### src/rtl/init_io_ctrl_pkg.sv
// Shared widths, types and FSM state constants for the host init/IO responder.
package init_io_ctrl_pkg;

  localparam int INSTR_L          = 32;
  localparam int INSTR_MEM_ADDR_L = 10;
  localparam int WORD_L           = 32;
  localparam int N_BANKS          = 8;
  localparam int DATA_MEM_ADDR_L  = 9;
  localparam int BANK_IDX_L       = $clog2(N_BANKS);
  localparam int DATA_ADDR_L      = BANK_IDX_L + DATA_MEM_ADDR_L;

  typedef logic [INSTR_MEM_ADDR_L-1:0] instr_addr_t;
  typedef logic [WORD_L-1:0]           word_t;
  typedef logic [BANK_IDX_L-1:0]       bank_idx_t;
  typedef logic [DATA_MEM_ADDR_L-1:0]  bank_addr_t;
  typedef logic [N_BANKS-1:0]          bank_mask_t;
  typedef logic [1:0]                  state_t;

  localparam state_t ST_IDLE = 2'd0;
  localparam state_t ST_RUN  = 2'd1;
  localparam state_t ST_DONE = 2'd2;

  function automatic bank_mask_t bank_onehot(input bank_idx_t idx);
    return bank_mask_t'(1) << idx;
  endfunction

endpackage

### src/rtl/init_data_bank_if.sv
// Data-memory access decode: one-hot bank strobes and the two-stage read-return pipeline.
module init_data_bank_if
  import init_io_ctrl_pkg::*;
(
  input  logic                        clk,
  input  logic                        rst,
  input  logic                        acc_en,
  input  logic                        data_we,
  input  logic                        data_re,
  input  logic [DATA_ADDR_L-1:0]      data_addr,
  input  word_t                       data_in,
  input  logic [N_BANKS*WORD_L-1:0]   bank_rdata,
  output bank_mask_t                  bank_we,
  output bank_mask_t                  bank_re,
  output bank_addr_t                  bank_addr,
  output word_t                       bank_wdata,
  output word_t                       data_out,
  output logic                        acc_err
);

  bank_mask_t bank_we_q, bank_we_d, bank_re_q, bank_re_d;
  bank_addr_t bank_addr_q, bank_addr_d;
  word_t      bank_wdata_q, bank_wdata_d, data_out_q, data_out_d;
  bank_idx_t  rd_bank1_q, rd_bank1_d, rd_bank2_q, rd_bank2_d;
  logic       rd_v2_q, rd_v2_d;
  bank_idx_t  req_bank;

  assign req_bank = data_addr[DATA_ADDR_L-1 -: BANK_IDX_L];

  always_comb begin
    bank_we_d    = '0;
    bank_re_d    = '0;
    bank_addr_d  = bank_addr_q;
    bank_wdata_d = bank_wdata_q;
    rd_bank1_d   = rd_bank1_q;
    rd_v2_d      = |bank_re_q;
    rd_bank2_d   = rd_bank1_q;
    data_out_d   = data_out_q;
    acc_err      = 1'b0;
    // Bank memories register their read at the edge after bank_re; capture one edge later.
    if (rd_v2_q) data_out_d = bank_rdata[int'(rd_bank2_q)*WORD_L +: WORD_L];
    if (data_we || data_re) begin
      if (!acc_en) begin
        acc_err = 1'b1;
      end else if (data_we) begin
        bank_we_d    = bank_onehot(req_bank);
        bank_addr_d  = data_addr[DATA_MEM_ADDR_L-1:0];
        bank_wdata_d = data_in;
        acc_err      = data_re;
      end else begin
        bank_re_d   = bank_onehot(req_bank);
        bank_addr_d = data_addr[DATA_MEM_ADDR_L-1:0];
        rd_bank1_d  = req_bank;
      end
    end
  end

  always_ff @(posedge clk or negedge rst) begin
    if (!rst) begin
      bank_we_q    <= '0;
      bank_re_q    <= '0;
      bank_addr_q  <= '0;
      bank_wdata_q <= '0;
      rd_bank1_q   <= '0;
      rd_bank2_q   <= '0;
      rd_v2_q      <= 1'b0;
      data_out_q   <= '0;
    end else begin
      bank_we_q    <= bank_we_d;
      bank_re_q    <= bank_re_d;
      bank_addr_q  <= bank_addr_d;
      bank_wdata_q <= bank_wdata_d;
      rd_bank1_q   <= rd_bank1_d;
      rd_bank2_q   <= rd_bank2_d;
      rd_v2_q      <= rd_v2_d;
      data_out_q   <= data_out_d;
    end
  end

  assign bank_we    = bank_we_q;
  assign bank_re    = bank_re_q;
  assign bank_addr  = bank_addr_q;
  assign bank_wdata = bank_wdata_q;
  assign data_out   = data_out_q;

endmodule

### src/rtl/init_io_ctrl.sv
// Host init/IO responder: ping-pong instruction writes, banked data access, run sequencing.
// Optional exec_cycles performance counter when INIT_IO_PERF_CNT_EN is defined.
//
// state | meaning
// IDLE  | waiting for a rising edge of enable_execution
// RUN   | core executing; data access and writes to the executing half are rejected
// DONE  | core finished; waits for enable_execution to drop
module init_io_ctrl
  import init_io_ctrl_pkg::*;
(
  input  logic                          clk,
  input  logic                          rst,
  input  logic                          enable_execution,
  input  logic [INSTR_L-1:0]            init_instr,
  input  logic [INSTR_MEM_ADDR_L-1:0]   init_instr_addr,
  input  logic                          init_instr_we,
  input  logic                          io_ping_wr,
  output logic [INSTR_MEM_ADDR_L-1:0]   current_instr_rd_addr,
  input  logic [WORD_L-1:0]             init_data_in,
  output logic [WORD_L-1:0]             init_data_out,
  input  logic [DATA_ADDR_L-1:0]        init_data_addr,
  input  logic                          init_data_we,
  input  logic                          init_data_re,
  output logic                          instr_mem_we,
  output logic [INSTR_MEM_ADDR_L:0]     instr_mem_addr,
  output logic [INSTR_L-1:0]            instr_mem_wdata,
  output logic                          exec_ping,
  output logic                          exec_start,
  input  logic                          exec_done,
  input  logic [INSTR_MEM_ADDR_L-1:0]   exec_instr_rd_addr,
  output logic [N_BANKS-1:0]            bank_we,
  output logic [N_BANKS-1:0]            bank_re,
  output logic [DATA_MEM_ADDR_L-1:0]    bank_addr,
  output logic [WORD_L-1:0]             bank_wdata,
  input  logic [N_BANKS*WORD_L-1:0]     bank_rdata,
`ifdef INIT_IO_PERF_CNT_EN
  output logic [31:0]                   exec_cycles,
`endif
  output logic                          busy,
  output logic                          io_err
);

  state_t                    state_q, state_d;
  logic                      en_prev_q, en_prev_d;
  logic                      exec_start_q, exec_start_d;
  logic                      exec_ping_q, exec_ping_d;
  logic                      busy_q, busy_d;
  instr_addr_t               pc_q, pc_d;
  logic                      instr_we_q, instr_we_d;
  logic [INSTR_MEM_ADDR_L:0] instr_addr_q, instr_addr_d;
  logic [INSTR_L-1:0]        instr_wdata_q, instr_wdata_d;
  logic                      io_err_q, io_err_d;
  logic                      instr_drop;
  logic                      data_err;
  logic                      running;

  assign running = (state_q == ST_RUN);

  always_comb begin
    state_d      = state_q;
    exec_start_d = 1'b0;
    exec_ping_d  = exec_ping_q;
    en_prev_d    = enable_execution;
    case (state_q)
      ST_IDLE: begin
        if (enable_execution && !en_prev_q) begin
          state_d      = ST_RUN;
          exec_start_d = 1'b1;
          exec_ping_d  = ~io_ping_wr;
        end
      end
      ST_RUN:  if (exec_done) state_d = ST_DONE;
      ST_DONE: if (!enable_execution) state_d = ST_IDLE;
      default: state_d = ST_IDLE;
    endcase
    busy_d = (state_d == ST_RUN);
    pc_d   = running ? exec_instr_rd_addr : pc_q;

    // The host may refill only the half the core is not executing from.
    instr_drop    = init_instr_we && running && (io_ping_wr == exec_ping_q);
    instr_we_d    = init_instr_we && !instr_drop;
    instr_addr_d  = instr_addr_q;
    instr_wdata_d = instr_wdata_q;
    if (instr_we_d) begin
      instr_addr_d  = {io_ping_wr, init_instr_addr};
      instr_wdata_d = init_instr;
    end
    io_err_d = io_err_q | instr_drop | data_err;
  end

  always_ff @(posedge clk or negedge rst) begin
    if (!rst) begin
      state_q       <= ST_IDLE;
      en_prev_q     <= 1'b0;
      exec_start_q  <= 1'b0;
      exec_ping_q   <= 1'b0;
      busy_q        <= 1'b0;
      pc_q          <= '0;
      instr_we_q    <= 1'b0;
      instr_addr_q  <= '0;
      instr_wdata_q <= '0;
      io_err_q      <= 1'b0;
    end else begin
      state_q       <= state_d;
      en_prev_q     <= en_prev_d;
      exec_start_q  <= exec_start_d;
      exec_ping_q   <= exec_ping_d;
      busy_q        <= busy_d;
      pc_q          <= pc_d;
      instr_we_q    <= instr_we_d;
      instr_addr_q  <= instr_addr_d;
      instr_wdata_q <= instr_wdata_d;
      io_err_q      <= io_err_d;
    end
  end

`ifdef INIT_IO_PERF_CNT_EN
  logic [31:0] cycles_q, cycles_d;

  always_comb begin
    cycles_d = cycles_q;
    if (exec_start_d) cycles_d = '0;
    else if (running && (cycles_q != 32'hFFFF_FFFF)) cycles_d = cycles_q + 32'd1;
  end

  always_ff @(posedge clk or negedge rst) begin
    if (!rst) cycles_q <= '0;
    else      cycles_q <= cycles_d;
  end

  assign exec_cycles = cycles_q;
`endif

  init_data_bank_if u_data_bank_if (
    .clk        (clk),
    .rst        (rst),
    .acc_en     (!running),
    .data_we    (init_data_we),
    .data_re    (init_data_re),
    .data_addr  (init_data_addr),
    .data_in    (init_data_in),
    .bank_rdata (bank_rdata),
    .bank_we    (bank_we),
    .bank_re    (bank_re),
    .bank_addr  (bank_addr),
    .bank_wdata (bank_wdata),
    .data_out   (init_data_out),
    .acc_err    (data_err)
  );

  assign current_instr_rd_addr = pc_q;
  assign instr_mem_we          = instr_we_q;
  assign instr_mem_addr        = instr_addr_q;
  assign instr_mem_wdata       = instr_wdata_q;
  assign exec_ping             = exec_ping_q;
  assign exec_start            = exec_start_q;
  assign busy                  = busy_q;
  assign io_err                = io_err_q;

endmodule
### config.mk
export PLATFORM = sky130hd
export DESIGN_NAME = init_io_ctrl
export DESIGN_NICKNAME = d
export VERILOG_FILES = /design/src/rtl/init_io_ctrl_pkg.sv /design/src/rtl/init_data_bank_if.sv /design/src/rtl/init_io_ctrl.sv
export SDC_FILE = /design/constraint.sdc
export NUM_CORES = 1
export LEC_CHECK = 0
export ABC_AREA = 1
export ABC_CLOCK_PERIOD_IN_PS = 3070
export BUFFER_PORTS_ARGS = -buffer_cell sky130_fd_sc_hd__clkbuf_2
export CAP_MARGIN = 40
export CORE_AREA = 2 2 198 200
export CTS_BUF_LIST = sky130_fd_sc_hd__clkbuf_8
export CTS_CLUSTER_DIAMETER = 30
export CTS_CLUSTER_SIZE = 25
export DETAILED_ROUTE_END_ITERATION = 6
export DIE_AREA = 0 0 200 202
export PLACE_DENSITY = 0.51
export SYNTH_ARGS = -nofsm -noshare
export SYNTH_HDL_FRONTEND = slang
export SYNTH_SLANG_ARGS = --single-unit
### constraint.sdc
create_clock -name clk -period 3.07 [get_ports clk]
set_input_delay 0.614 -clock clk [delete_from_list [all_inputs] [get_ports clk]]
set_output_delay 0.614 -clock clk [all_outputs]
set_load 0.01 [all_outputs]
* After elaboration in Yosys (flattened, before gate mapping)
Index checks and enable logic that the tools add are counted.
Storage, ports and cells: register bits after elaboration 157, bits in latches 0, bits in writable memories 0, ROM bits 0, input port bits 360, output and inout bits 147, logic and storage cells 57, memories kept 0
Cells by class: $add $sub $neg 0, $mul 0, divide/modulo/power cells 0, order comparisons 0, eq/ne operators 4, shift-type cells 2, multiplexer cells 15, bitwise logic cells 5, reductions and logical operators 13
Operators by type and width (count):
- 256-bit by 9-bit variable part select with 32-bit output | 1
- 8-bit two-way mux | 6
- 8-bit OR reduction | 1
- 1-bit by 3-bit left shift with 8-bit output (first input constant) | 1
- 2-bit two-way mux | 3
- 2-bit one-hot mux with 3 select lines | 1
- 3-bit AND reduction | 2
- 1-bit two-way mux | 5
- 2-bit by 1-bit == test with 1-bit output (second input constant) | 2
- 1-bit logical AND | 4
- 2-bit AND reduction | 2
- 1-bit NOT | 3
- 2-bit == test (second input constant) | 1
- 1-bit zero test | 2
- 2-bit zero test | 1
- 1-bit OR | 2
- 1-bit == test | 1
- 1-bit logical OR | 1

* Depth between registers and ports, before layout
depth after elaboration 5, depth in mapped cells 9, gate-level depth less buffers 7

* Modules after synthesis
A second synthesis with hierarchy kept.
Second synthesis, totals: cell total of the unflattened synthesis 1295, area total of the unflattened synthesis 8999.9 sq um
By module, submodules not included:
- init_data_bank_if | instances 1, cells an instance 1034, area an instance 6596.3 sq um, sequential area each 2402.3 sq um
- init_io_ctrl | instances 1, cells an instance 261, area an instance 2403.6 sq um, sequential area each 1526.5 sq um

* Worst setup path after synthesis
Ideal clock, no wire load.
kind input-to-reg, start input io_ping_wr, end register instr_wdata_q[30] (netlist: instr_mem_wdata[30]), library setup time 0.065 ns, arrival time 1.289 ns, data required time 3.005 ns, setup slack 1.716 ns, cell stages on the path 6, buffers on the path 1, cells stage by stage xnor2_2 nand3_1 nand2_2 buf_4 nand2_1 nand2_1
On the way: longest elaborated chain between the ends 4
Ends and longest elaborated chain:
- start: declaration | line init_io_ctrl.sv:17 | input logic io_ping_wr,
- 1-bit == test | line init_io_ctrl.sv:80 | instr_drop = init_instr_we && running && (io_ping_wr == exec_ping_q);
- 1-bit logical AND | line init_io_ctrl.sv:80
- 1-bit zero test | line init_io_ctrl.sv:81 | instr_we_d = init_instr_we && !instr_drop;
- 1-bit logical AND | line init_io_ctrl.sv:81
- end signal: assignment | line init_io_ctrl.sv:112 | instr_wdata_q <= instr_wdata_d;
- end: declaration | line init_io_ctrl.sv:51 | logic [INSTR_L-1:0] instr_wdata_q, instr_wdata_d;
Every way passes these cells. A chain may end at the register's enable or synchronous reset.

* Worst setup path after layout
start register u_data_bank_if.rd_bank2_q[0], end register u_data_bank_if.data_out_q[20] (netlist: u_data_bank_if.data_out[20])
On the way: longest elaborated chain between the ends 1
Ends and longest elaborated chain:
- start: declaration | line init_data_bank_if.sv:24 | bank_idx_t rd_bank1_q, rd_bank1_d, rd_bank2_q, rd_bank2_d;
- start signal: assignment | line init_data_bank_if.sv:74 | rd_bank2_q <= rd_bank2_d;
- 256-bit by 9-bit variable part select with 32-bit output | line init_data_bank_if.sv:41 | if (rd_v2_q) data_out_d = bank_rdata[int'(rd_bank2_q)*WORD_L +: WORD_L];
- end signal: assignment | line init_data_bank_if.sv:76 | data_out_q <= data_out_d;
- end: declaration | line init_data_bank_if.sv:23 | word_t bank_wdata_q, bank_wdata_d, data_out_q, data_out_d;
Every way passes these cells.

==> results.md <==
- Largest net degree at the start of global routing: 79
- Post-Syn Nets: 1711
- Worst Clk Skew: 0.0200 ns
- Final Max Tran Viols: 0
- Number of core rows: 72
- Post-DR wirelength/cell: 15.5 microns
- Final setup viols: 0
- PostCTS Resize Cnt: 0
- I/O pin cnt: 507
- DR vias: 9795
- DP Wirelength: 27.7 mm
- FILL cells: 4331
- Synthesized area per cell: 6.54 sq um
- Fmax: 512 MHz
- Mapped cell area: 8840 sq um
- Final worst path period need: 1.95 ns
- Crit path DAT: 2.38 ns
- Peak VDD IR: 0.392 mV
- Grt ovf: 0
- P_leak: 7.78 nW
- Final Core Density: 32.1%
- RSZ-0062 raised after global routing: no
- Max-slew headroom: 43.6%
- CTS H-Tree Depth: 4
- Final #Nets: 2181
- Yosys warning total: 0
- Core ar.: 38300 sq um
- Port bufs: 506
- WP data required: 3.49 ns
- Status: complete, no violations
- Power Dens Cells: 641 nW/um^2
- Post-CTS setup buffer count: 0
- Clock insertion delay at the later pin of the skew report: 0.49 ns
- Setup WS pre-CTS: 1.03 ns
- RD Place Congestion: 0.849
- Period Utilization, post-route: 63.6%
- TNS Setup: 0 ns
- Global-route wire length before repair: 54.9 mm
- Final Hold Viols: 0
- ANT nets after route: 0
- Pre-Repair DR Iteration Count: 5
- DRC viols: 0
- Syn Inst Count: 1351
- Worst setup SP type: flop
- 1st-iter DRT viols: 434
- CP endpoint kind: flop
- Vias in the first global route: 9907
- GR Util All Layers: 17.8%
- Hold crit path type: in2async
- Worst-Margin Slew: 0.842 ns
- Final setup margin: 1.12 ns
- Max clock buf depth: 2
- CTS Hold Bufs: 0
- Area Growth Syn to Fin: 39.2%
- Clock Sinks: 157
- Seq/Total Area, Yosys: 44.4%
- #FFs+latches synth: 157
- Height of the die: 202 microns
- Via/cell ratio: 4.16
- Crit path kind: reg2reg
- CTS tree: yes
- Clk root buf: clkbuf_8
- Share of cells above drive strength 1: 31.0%
- Die X: 200 microns
- Maxcap violations: 0
- Total CTS buffers: 17
- Die area: 40400 sq um
- Library cells used by synthesis: 21
- Clock-pin slew on the worst setup and hold paths: 0.10 ns
- Total wire length: 36.4 mm
- Starting Density: 23.1%
- Worst-path maximum fanout: 55
- Initial antenna violation count: 2
registers in the layout (all words and copies together) (netlist names), 2 cells and up:
register,cells
instr_mem_addr,11
u_data_bank_if.bank_we,8
u_data_bank_if.rd_bank2_q,3
u_data_bank_if.bank_re,8
current_instr_rd_addr,10
u_data_bank_if.rd_bank1_q,3
u_data_bank_if.bank_wdata,32
state_q,2
u_data_bank_if.bank_addr,9
u_data_bank_if.data_out,32
instr_mem_wdata,32
report_power, final:
group          total (mW)  leakage, nW  switching, mW  internal, mW
logic                3.14         5.60           2.00          1.13
registers            2.92         1.95          0.328          2.59
clock network        1.83        0.228          0.974         0.856
cell usage after synthesis:
library cell | n | area, sq um
nand2_1 | 674 | 2530
nand3_1 | 206 | 1030
inv_1 | 204 | 766
dfrtp_1 | 157 | 3930
buf_2 | 41 | 205
nor2_1 | 18 | 67.6
clkbuf_1 | 15 | 56.3
buf_1 | 9 | 33.8
o21ai_0 | 6 | 30.0
buf_4 | 4 | 30.0
buf_6 | 4 | 45.0
inv_2 | 3 | 11.3
nor4_1 | 2 | 12.5
a21boi_4 | 1 | 18.8
a21oi_1 | 1 | 5.00
nand2_2 | 1 | 6.26
nand3_2 | 1 | 10.0
nand4_1 | 1 | 6.26
nor2_4 | 1 | 11.3
nor2_8 | 1 | 20.0
xnor2_2 | 1 | 16.3
metal layers:
metal,GRT usage [%],wire (microns),up-vias,share of wire (%)
li1,-,-,4959,-
met4,5.00,629,2,1.7
met5,0,13,-,0.036
met3,5.72,3110,37,8.6
met1,21.2,15200,4422,42
met2,30.5,17500,375,48
critical path: stages, from the launching register on:
cell     delay, ns
dfrtp_4       0.50
inv_4         0.43
buf_4         0.43
nand2_1       0.09
nand2_1       0.07
nand2_1       0.07
nand3_1       0.12
nand3_1       0.07
nand2_1       0.08
layout by cell type (no fill, tap or decap), types with 6 or more instances in the layout:
master    count
clkbuf_8     17
buf_4        14
o21ai_0       6
clkbuf_2    505
inv_1       203
nand2_1     674
nand3_1     206
inv_8         6
nor2_1       18
dfrtp_1     154
kinds of logic (layout without fill, tap and decap cells):
kind of cell | Yosys count | in the layout | share of synthesized area, %
simple gates | 905 | 905 | 41.8
buf+inv | 280 | 763 | 13.0
flops | 157 | 157 | 44.4
compound gates | 8 | 8 | 0.609
xor+xnor | 1 | 1 | 0.184
other cells | 0 | 1 | 0
final timing paths:
check | startpoint | endpoint | slack, ns | depth (start not counted)
hold reg to reg | u_data_bank_if.rd_bank1_q[1] | u_data_bank_if.rd_bank2_q[1] | 0.40 | 0
min in group clk | enable_execution | en_prev_q | 0.26 | 1
setup reg to reg | u_data_bank_if.rd_bank2_q[0] | u_data_bank_if.data_out[20] | 1.12 | 8
max in group asynchronous | rst | u_data_bank_if.bank_wdata[3] | 2.33 | 2
setup / recovery | u_data_bank_if.rd_bank2_q[0] | u_data_bank_if.data_out[20] | 1.12 | 8
hold / removal | rst | current_instr_rd_addr[4] | 0.05 | 1
area by class of cell:
class,count,area [sq um],area share [%]
Multi-Input combinational cell,914,3760,30.6
Tap cell,518,648,5.27
Clock inverter,15,224,1.82
Clock buffer,17,234,1.90
Sequential cell,157,3940,32.0
Antenna cell,1,2.50,0.0203
Timing Repair Buffer,524,2720,22.1
Inverter,207,779,6.33
per-stage QoR:
| step | hold WS [ns] | area (sq um) | instances | power (mW) |
|---|---|---|---|---|
| after CTS | 0.0255 | 12300 | 2352 | 8.04 |
| after detailed placement | 0.386 | 11800 | 2320 | 6.17 |
| after global placement | 0.368 | 11800 | 2319 | 6.13 |
| after floorplan | 0.318 | 8840 | 1351 | 4.71 |
| after global routing | 0.0396 | 12300 | 2353 | 8.51 |
| final | 0.0532 | 12300 | 2353 | 7.88 |
No activity file was read; power rests on OpenSTA's default activity.
